`src/rtl/or1200_fwd_pkg.sv`:
```
`default_nettype none
// ============================================================================
// Module   : or1200_fwd_pkg
// Brief    : Shared select encodings, scheduler state type and default widths
// Revision : 1.0
// ============================================================================
package or1200_fwd_pkg;

    localparam int AW_DEFAULT = 5;

    localparam logic [1:0] SEL_RF      = 2'd0;
    localparam logic [1:0] SEL_IMM     = 2'd1;
    localparam logic [1:0] SEL_EX_FORW = 2'd2;
    localparam logic [1:0] SEL_WB_FORW = 2'd3;

    typedef enum logic [0:0] {
        RUN     = 1'b0,
        LU_WAIT = 1'b1
    } fwd_state_t;

endpackage
`default_nettype wire

```
`src/rtl/or1200_fwd_cmp.sv`:
```
`default_nettype none
// ============================================================================
// Module   : or1200_fwd_cmp
// Brief    : Source/destination address match; r0 never matches
// Revision : 1.0
// ============================================================================
module or1200_fwd_cmp
    import or1200_fwd_pkg::*;
#(
    parameter int aw = AW_DEFAULT
)(
    input  logic          en,
    input  logic          valid,
    input  logic [aw-1:0] src_addr,
    input  logic [aw-1:0] dst_addr,
    output logic          match
);

    assign match = en & valid & (src_addr == dst_addr) & (src_addr != '0);

endmodule
`default_nettype wire

```
`src/rtl/or1200_fwd_sched.sv`:
```
`default_nettype none
// ============================================================================
// Module   : or1200_fwd_sched
// Brief    : ID-stage operand forwarding selects and load-use stall scheduler
// Revision : 1.0
// ============================================================================
module or1200_fwd_sched
    import or1200_fwd_pkg::*;
#(
    parameter int aw   = AW_DEFAULT,
    parameter int cntw = 16
)(
    input  logic            clk,
    input  logic            rst,
    input  logic            id_freeze,
    input  logic            ex_freeze,
    input  logic            wb_freeze,
    input  logic            id_rfa_en,
    input  logic            id_rfb_en,
    input  logic [aw-1:0]   id_rfa_addr,
    input  logic [aw-1:0]   id_rfb_addr,
    input  logic            id_imm_b,
    input  logic            id_rfwb_en,
    input  logic [aw-1:0]   id_rd_addr,
    input  logic            id_is_load,
    input  logic            lsu_done,
    output logic [1:0]      sel_a,
    output logic [1:0]      sel_b,
    output logic            lu_stall,
    output logic            ex_rd_valid,
    output logic [aw-1:0]   ex_rd_addr,
    output logic            wb_rd_valid,
    output logic [aw-1:0]   wb_rd_addr,
    output logic [cntw-1:0] lu_stall_cnt
);

    fwd_state_t      r_state;
    logic            r_ex_rd_valid;
    logic [aw-1:0]   r_ex_rd_addr;
    logic            r_ex_is_load;
    logic            r_wb_rd_valid;
    logic [aw-1:0]   r_wb_rd_addr;
    logic [cntw-1:0] r_cnt;

    // Comparator index: bit1 selects operand (A/B), bit0 selects stage (EX/WB)
    logic [3:0]      w_match;
    logic            w_hz;
    logic            w_lu_stall;
    logic            w_id_go;

    for (genvar gi = 0; gi < 4; gi++) begin : g_cmp
        or1200_fwd_cmp #(.aw(aw)) u_cmp (
            .en       ((gi >= 2) ? id_rfb_en : id_rfa_en),
            .valid    ((gi % 2 == 1) ? r_wb_rd_valid : r_ex_rd_valid),
            .src_addr ((gi >= 2) ? id_rfb_addr : id_rfa_addr),
            .dst_addr ((gi % 2 == 1) ? r_wb_rd_addr : r_ex_rd_addr),
            .match    (w_match[gi])
        );
    end

    assign w_hz       = r_ex_is_load & (w_match[0] | (w_match[2] & ~id_imm_b));
    assign w_lu_stall = ((r_state == RUN) & w_hz & ~lsu_done) | (r_state == LU_WAIT);
    assign w_id_go    = ~id_freeze & ~w_lu_stall;

    // A load-matched operand reads RF while stalled; it re-resolves from WB later
    always_comb begin
        sel_a = SEL_RF;
        if (w_match[0])
            sel_a = (w_lu_stall && r_ex_is_load) ? SEL_RF : SEL_EX_FORW;
        else if (w_match[1])
            sel_a = SEL_WB_FORW;
    end

    always_comb begin
        sel_b = SEL_RF;
        if (id_imm_b)
            sel_b = SEL_IMM;
        else if (w_match[2])
            sel_b = (w_lu_stall && r_ex_is_load) ? SEL_RF : SEL_EX_FORW;
        else if (w_match[3])
            sel_b = SEL_WB_FORW;
    end

    always_ff @(posedge clk or posedge rst) begin
        if (rst) begin
            r_state       <= RUN;
            r_ex_rd_valid <= 1'b0;
            r_ex_rd_addr  <= '0;
            r_ex_is_load  <= 1'b0;
            r_wb_rd_valid <= 1'b0;
            r_wb_rd_addr  <= '0;
            r_cnt         <= '0;
        end else begin
            if (!ex_freeze) begin
                r_ex_rd_valid <= id_rfwb_en & w_id_go;
                r_ex_rd_addr  <= id_rd_addr;
                r_ex_is_load  <= id_is_load & w_id_go;
            end
            if (!wb_freeze) begin
                r_wb_rd_valid <= r_ex_rd_valid & ~ex_freeze;
                r_wb_rd_addr  <= r_ex_rd_addr;
            end
            case (r_state)
                RUN:     if (w_hz && !lsu_done) r_state <= LU_WAIT;
                LU_WAIT: if (lsu_done)          r_state <= RUN;
                default:                        r_state <= RUN;
            endcase
            if (w_lu_stall && !(&r_cnt))
                r_cnt <= r_cnt + cntw'(1);
        end
    end

    assign lu_stall     = w_lu_stall;
    assign ex_rd_valid  = r_ex_rd_valid;
    assign ex_rd_addr   = r_ex_rd_addr;
    assign wb_rd_valid  = r_wb_rd_valid;
    assign wb_rd_addr   = r_wb_rd_addr;
    assign lu_stall_cnt = r_cnt;

endmodule
`default_nettype wire

```
`config.mk`:
```
export PLATFORM = sky130hd
export DESIGN_NAME = or1200_fwd_sched
export DESIGN_NICKNAME = d
export VERILOG_FILES = /design/src/rtl/or1200_fwd_pkg.sv /design/src/rtl/or1200_fwd_cmp.sv /design/src/rtl/or1200_fwd_sched.sv
export SDC_FILE = /design/constraint.sdc
export NUM_CORES = 1
export LEC_CHECK = 0
export BUFFER_PORTS_ARGS = -buffer_cell sky130_fd_sc_hd__buf_4
export CAP_MARGIN = 20
export CORE_MARGIN = 5
export CORE_UTILIZATION = 25
export CTS_BUF_LIST = sky130_fd_sc_hd__clkbuf_8 sky130_fd_sc_hd__clkbuf_16
export CTS_CLUSTER_DIAMETER = 100
export DETAILED_ROUTE_END_ITERATION = 7
export SLEW_MARGIN = 0
export SYNTH_ARGS = -nofsm -noshare
export SYNTH_HDL_FRONTEND = slang
export SYNTH_SLANG_ARGS = --single-unit
```
`constraint.sdc`:
```
create_clock -name clk -period 2.5 [get_ports clk]
set_clock_uncertainty 0.2 [all_clocks]
set_input_delay 0.125 -clock clk [delete_from_list [all_inputs] [get_ports clk]]
set_output_delay 0.125 -clock clk [all_outputs]
set_load 0.005 [all_outputs]
```
# [Word level (Yosys, flattened, before mapping)]
# Cells that the tools add are included.
[totals] register_bits=30 latchBits=0 ramBits=0 romBits=0 inputBits=26 out_inout_bits=33 word_cells=57 mem_count=0
[classes] add_sub_neg=1 mul=0 div=0 n_lt_le_gt_ge=0 eq_ne=4 shifts=0 mux=9 bitwise_logic=28 n_reduce_logical=8
[op_table] op="$and 1x1->1" n=20
[op_table] op="$eq 5x5->1" n=4
[op_table] op="$add 16x1->16 const B" n=1
[op_table] op="$reduce_and 16->1" n=1
[op_table] op="$mux 2" n=6
[op_table] op="$reduce_bool 5->1" n=2
[op_table] op="$not 1->1" n=6
[op_table] op="$logic_and 1x1->1" n=3
[op_table] op="$logic_not 1->1" n=2
[op_table] op="$mux 1" n=2
[op_table] op="$or 1x1->1" n=2
[op_table] op="$pmux 1 s2" n=1

# [Depth between registers and ports, before layout]
[depth] word_depth=13 depth_mapped=8 depth_no_buf=7

# [By module]
# A second synthesis with hierarchy kept.
[hier_totals] cells_unflattened=151 hier_area_um2=1697.9
[by_module_without_submodules] mod="or1200_fwd_sched" n_inst=1 cells_each=111 area_per_inst_um2=1392.6 seq_area_each_um2=750.7
[by_module_without_submodules] mod="or1200_fwd_cmp" n_inst=4 cells_each=10 area_per_inst_um2=76.3 seq_area_each_um2=0.0

# [Worst setup path before layout]
# OpenSTA, ideal clock, no wires.
[synth_path] kind="reg-to-reg" startpoint="register r_ex_rd_addr[2], in the netlist ex_rd_addr[2]" endpoint="register r_ex_rd_valid, in the netlist ex_rd_valid" setup_ns=0.122 arrival_ns=1.776 t_required_ns=2.178 slack_ns=0.403 path_stages_with_launch=7 path_buffers=0 synth_period_minus_slack_ns=2.097 cell_sequence="dfrtp_1 -> xor2_1 -> nor4_1 -> and4b_4 -> o21ba_2 -> nor2_2 -> a32o_1"
[synth_via] elab_chain_cells=12 word_cells_on_any_way=15 classes_between="2 x eq/ne; 13 x bitwise"
[synth_rtl] item="from (decl)" line="or1200_fwd_sched.sv:39" text="logic [aw-1:0] r_ex_rd_addr;"
[synth_rtl] item="from (signal assigned)" line="or1200_fwd_sched.sv:96" text="r_ex_rd_addr <= id_rd_addr;"
[synth_rtl] item="$eq 5x5->1" line="or1200_fwd_cmp.sv:19" text="assign match = en & valid & (src_addr == dst_addr) & (src_addr != '0);"
[synth_rtl] item="$and 1x1->1 (2 in series)" line="or1200_fwd_cmp.sv:19"
[synth_rtl] item="$and 1x1->1" line="or1200_fwd_sched.sv:61" text="assign w_hz = r_ex_is_load & (w_match[0] | (w_match[2] & ~id_imm_b));"
[synth_rtl] item="$or 1x1->1 (*)" line="or1200_fwd_sched.sv:61"
[synth_rtl] item="$and 1x1->1 (*)" line="or1200_fwd_sched.sv:61"
[synth_rtl] item="$and 1x1->1 (*) (2 in series)" line="or1200_fwd_sched.sv:62" text="assign w_lu_stall = ((r_state == RUN) & w_hz & ~lsu_done) | (r_state == LU_WAIT);"
[synth_rtl] item="$or 1x1->1 (*)" line="or1200_fwd_sched.sv:62"
[synth_rtl] item="$not 1->1 (*)" line="or1200_fwd_sched.sv:63" text="assign w_id_go = ~id_freeze & ~w_lu_stall;"
[synth_rtl] item="$and 1x1->1 (*)" line="or1200_fwd_sched.sv:63"
[synth_rtl] item="$and 1x1->1 (*)" line="or1200_fwd_sched.sv:95" text="r_ex_rd_valid <= id_rfwb_en & w_id_go;"
[synth_rtl] item="to (signal assigned)" line="or1200_fwd_sched.sv:95"
[synth_rtl] item="to (decl)" line="or1200_fwd_sched.sv:38" text="logic r_ex_rd_valid;"
# Every way passes the cells marked *; elsewhere a longest branch is shown, timed or not.
# A chain may end at the register's enable or synchronous reset.

# [Final worst setup path]
[layout_path] startpoint="register r_ex_rd_addr[2], in the netlist ex_rd_addr[2]" endpoint="output port sel_a[1]"
[layout_via] elab_chain_cells=12 word_cells_on_any_way=15 classes_between="2 x eq/ne; 2 x mux; 10 x bitwise; 1 x reduce/logical"
[layout_rtl] item="$eq 5x5->1" line="or1200_fwd_cmp.sv:19"
[layout_rtl] item="$and 1x1->1 (2 in series)" line="or1200_fwd_cmp.sv:19"
[layout_rtl] item="$and 1x1->1" line="or1200_fwd_sched.sv:61"
[layout_rtl] item="$or 1x1->1" line="or1200_fwd_sched.sv:61"
[layout_rtl] item="$and 1x1->1" line="or1200_fwd_sched.sv:61"
[layout_rtl] item="$and 1x1->1 (2 in series)" line="or1200_fwd_sched.sv:62"
[layout_rtl] item="$or 1x1->1" line="or1200_fwd_sched.sv:62"
[layout_rtl] item="$logic_and 1x1->1" line="or1200_fwd_sched.sv:69" text="sel_a = (w_lu_stall && r_ex_is_load) ? SEL_RF : SEL_EX_FORW;"
[layout_rtl] item="$mux 2" line="or1200_fwd_sched.sv:69"
[layout_rtl] item="$mux 2 (*)" line="or1200_fwd_sched.sv:68" text="if (w_match[0])"
[layout_rtl] item="to (decl)" line="or1200_fwd_sched.sv:27" text="output logic [1:0] sel_a,"
# Marks and branches as above.

==> summary.txt <==
Logic synthesis
  • Post-synth top area cell: dfrtp_1
  • Top post-synthesis cells by area: dfrtp_1 (45%), xor2_1 (11%), xnor2_1 (7.9%), mux2_2 (6.8%), and4_1 (2.1%)
  • Ys flop type: dfrtp_1
  • Post-synth EDFFs: 0
  • Asr flop ratio synth: 100.0%
  • Synth warn: 0
  • Sequential fraction of the synthesis area: a little under half
  • Syn Nets: 178
  • Synth cell types: 36
  • Cell area after synthesis: 0.001657 mm^2
  • Synthesized flop and latch total: 30
  • Post-synthesis xor/xnor area fraction: between 15 and 20%
  • Compound-Gate Fraction of Synth Area: 8.761%
  • Avg Cell Area, Syn: around 11 um^2
  • Gate Count Post-Synth: about 150
  • Mux cell area share after synthesis: slightly below 8%
  • Largest family of logic cells by synthesized area: XOR/XNOR gates
  • Synthesized-area fraction occupied by adder cells: less than 1%
  • Post-synthesis simple-gate area fraction: about 17%
  • Synth top area share: a little under half

Die
  • DIE WIDTH: approximately 91 um
  • Top-level I/O count: 59
  • Die area: 0.008354 mm^2
  • Std-Cell Rows: 29
  • Initial core utilization: between 20% and 30%
  • Core area: ~0.0064 mm^2
  • Die height: around 91 um

Timing
  • Worst relative slew slack: around 73%
  • Max frequency: around 420 MHz
  • Tmin final: about 2.4 ns
  • Slew Viols, Final: 0
  • Final Hold Violating Endpoints: 0
  • Setup Viol. Count Final: 0
  • Final Cycle Share: about 96%
  • Tightest Pin Transition: 0.4020 ns

Finish
  • Area Overhead vs Synth: 51.21%
  • Non-Filler Instances: about 310
  • Final Util: around two fifths
  • Ant. Diodes: 0
  • Nets: 261
  • Fraction of layout instances using a drive strength above 1: a little over two fifths

Place
  • Hpwl dp: 3498 um
  • GP Congestion: 0.8138
  • Placed insts: between 200 and 300
  • Port Buffers: 58

Global route
  • Largest net degree at the start of global routing: 31
  • Initial antenna violation count: 0
  • Vias in the first global route: ~1400
  • First-pass GRT wire length: approximately 7400 um
  • GR Overflow Total: 0
  • Total global-route track usage: between 10 and 15%

Drt
  • DRT Wirelength: between 4000 and 5000 um
  • Post-DRT Antenna Nets: 0
  • Post-route DRC: 0
  • 1st-iter DRT viols: 56
  • DR pass1 iterations: 4
  • WL per Instance: around 15 um
  • Via/cell ratio: approximately 4.5
  • Via count: 1396

Clock network
  • TritonCTS buffer count: 5
  • CTS tree: done
  • # clock sinks: 30
  • CTS max path bufs: 2
  • Clock Latency Late Sink: ~0.28 ns
  • Register clock-pin slew on the reported worst setup and hold paths: ~0.060 ns
  • CTS root buffer: clkbuf_8
  • Max H-tree Level: 2

Job
  • Max-cap violations: 0

Power
  • Combinational Power Share: 16.7%
  • Int Power: about 0.96 mW
  • Sw frac: between 20% and 30%
  • Worst vdd ir: approximately 0.00023 V
  • Clock network fraction of total power: roughly two fifths
  • Sequential power share: a little over two fifths
  • Total net switching power: between 0.3 and 0.4 mW
  • Leak Pwr: approximately 1.2 nW
  • Pwr Density: between 500 and 600 mW/mm^2

Worst setup path
  • Worst Setup End Kind: output pin
  • R2R Setup Slk: between 0.2 and 0.25 ns
  • Worst-case reg-to-reg path depth: 9
  • FF-to-FF End: lu_stall_cnt[6]$_DFFE_PP0P_
  • CP Class: flop to output pin
  • CP startpoint kind: flop
  • Arrival @ worst endpoint: around 2.1 ns
  • Req. time, crit path: between 2 and 2.5 ns
  • Maximum fanout along the worst path: 5
  • R2R Path Start: ex_rd_addr[2]$_DFFE_PP0N_

Status
  • Status: complete, no violations

Hold path
  • WHS Endpoint: r_ex_is_load$_DFFE_PP0N_
  • Hold path cells: 3
  • HP Start: id_freeze
  • Min-Delay Path Class: primary input to flop
## worst max-delay path, stage by stage (launching register included)
cell and delay [ns]:
dfrtp_2 0.43, buf_4 0.14, xor2_1 0.15, nor4_1 0.22, and4_4 0.31, o21ba_4 0.17, nor2_4 0.05, o21a_1 0.18
buf_4 0.14
## cell usage after synthesis (2+ instances only)
master,number
dfrtp_1,30
xor2_1,20
xnor2_1,15
mux2_2,10
nor2_1,7
nor3_1,7
nand2_1,6
nand3_1,5
and4_1,4
clkbuf_1,4
inv_1,4
nand2b_1,4
o211ai_1,4
and3_1,3
nand4_1,3
nor4_1,3
a32o_1,2
o21a_1,2
## worst max-delay path by stage
stage,from,endpoint,cells after the start
global placement,id_rfb_addr[0],sel_b[1],9
floorplan,ex_rd_addr[2]$_DFFE_PP0N_,ex_rd_valid$_DFFE_PP0N_,6
CTS,ex_rd_addr[4]$_DFFE_PP0N_,sel_a[1],8
finish,ex_rd_addr[2]$_DFFE_PP0N_,sel_a[1],8
detailed placement,id_rfb_addr[0],sel_b[1],9
global route,ex_rd_addr[2]$_DFFE_PP0N_,sel_b[1],9
## sequential cells by signal, summed over array words and instances (netlist names)
| name | count |
|---|---|
| ex_rd_addr | 5 |
| r_state | 1 |
| r_ex_is_load | 1 |
| lu_stall_cnt | 16 |
| wb_rd_valid | 1 |
| ex_rd_valid | 1 |
| wb_rd_addr | 5 |
## cells in the final DEF (no fill, tap or decap), drive strengths merged, types with 3 or more instances in the layout
cell type,n
and3,4
and4,4
buf,70
clkbuf,6
dfrtp,30
dlygate4sd3,11
inv,4
mux2,11
nand2,6
nand2b,4
nand3,5
nand4,3
nor2,8
nor3,7
nor4,3
o211ai,4
xnor2,15
xor2,20
## per-stage QoR
stage | setup TNS, ns | area, um^2 | power (mW) | hold slack (ns) | setup WS [ns]
floorplan | 0 | 1657 | 0.6365 | -0.008591 | 0.4028
finish | 0 | 2505 | 1.262 | 0.06800 | 0.09942
global placement | 0 | 2236 | 0.7478 | 0.04412 | 0.1896
CTS | 0 | 2461 | 1.266 | 0.05733 | 0.003429
detailed placement | 0 | 2236 | 0.7493 | 0.04303 | 0.1940
global route | -0.0001110 | 2505 | 1.315 | 0.07643 | -0.0001110
## what timing repair did
action / in CTS / in global routing
hold endpoints to repair: 44 / 0
setup endpoints to repair: 1 / 3
resized for setup: 2 / 7
pin swaps: 0 / 3
hold buffers: 11 / 0
buffers inserted: 0 / 3
## power by group through the flow
stage | clock network (mW) | logic (mW) | registers (mW)
after floorplan | 0 | 0.0854 | 0.551
after global placement | 0 | 0.188 | 0.560
after detailed placement | 0 | 0.190 | 0.560
after CTS | 0.510 | 0.204 | 0.551
after global routing | 0.532 | 0.229 | 0.554
final | 0.500 | 0.210 | 0.551
## cells by family (layout without fill, tap and decap cells)
| kind of cell | count (synthesis) | count (layout) |
|---|---|---|
| AND/OR/NAND/NOR | 49 | 49 |
| multiplexers | 11 | 11 |
| buffers and inverters | 9 | 92 |
| AO/OA/AOI/OAI | 16 | 16 |
| flip-flops | 30 | 30 |
| XOR/XNOR | 35 | 35 |
| adder cells (fa/ha/maj) | 1 | 1 |
## final cells by class
cell class                 count  area (um^2)
fill                         633         3881
multi-input combinational    112        890.9
sequential                    30        754.5
timing repair buffer          81        635.6
tap                           77        96.34
clock buffer                   6        82.58
clock inverter                 1        30.03
inverter                       4        15.01
## per-layer routing
metal | track usage, % | vias up | wire, um
li1 | - | 696 | -
met1 | 14.05 | 665 | 2071
met2 | 18.20 | 29 | 2279
met3 | 2.397 | 6 | 158
met4 | 4.034 | 0 | 72
met5 | 0 | - | 0
(Power assumes the default switching activity.)
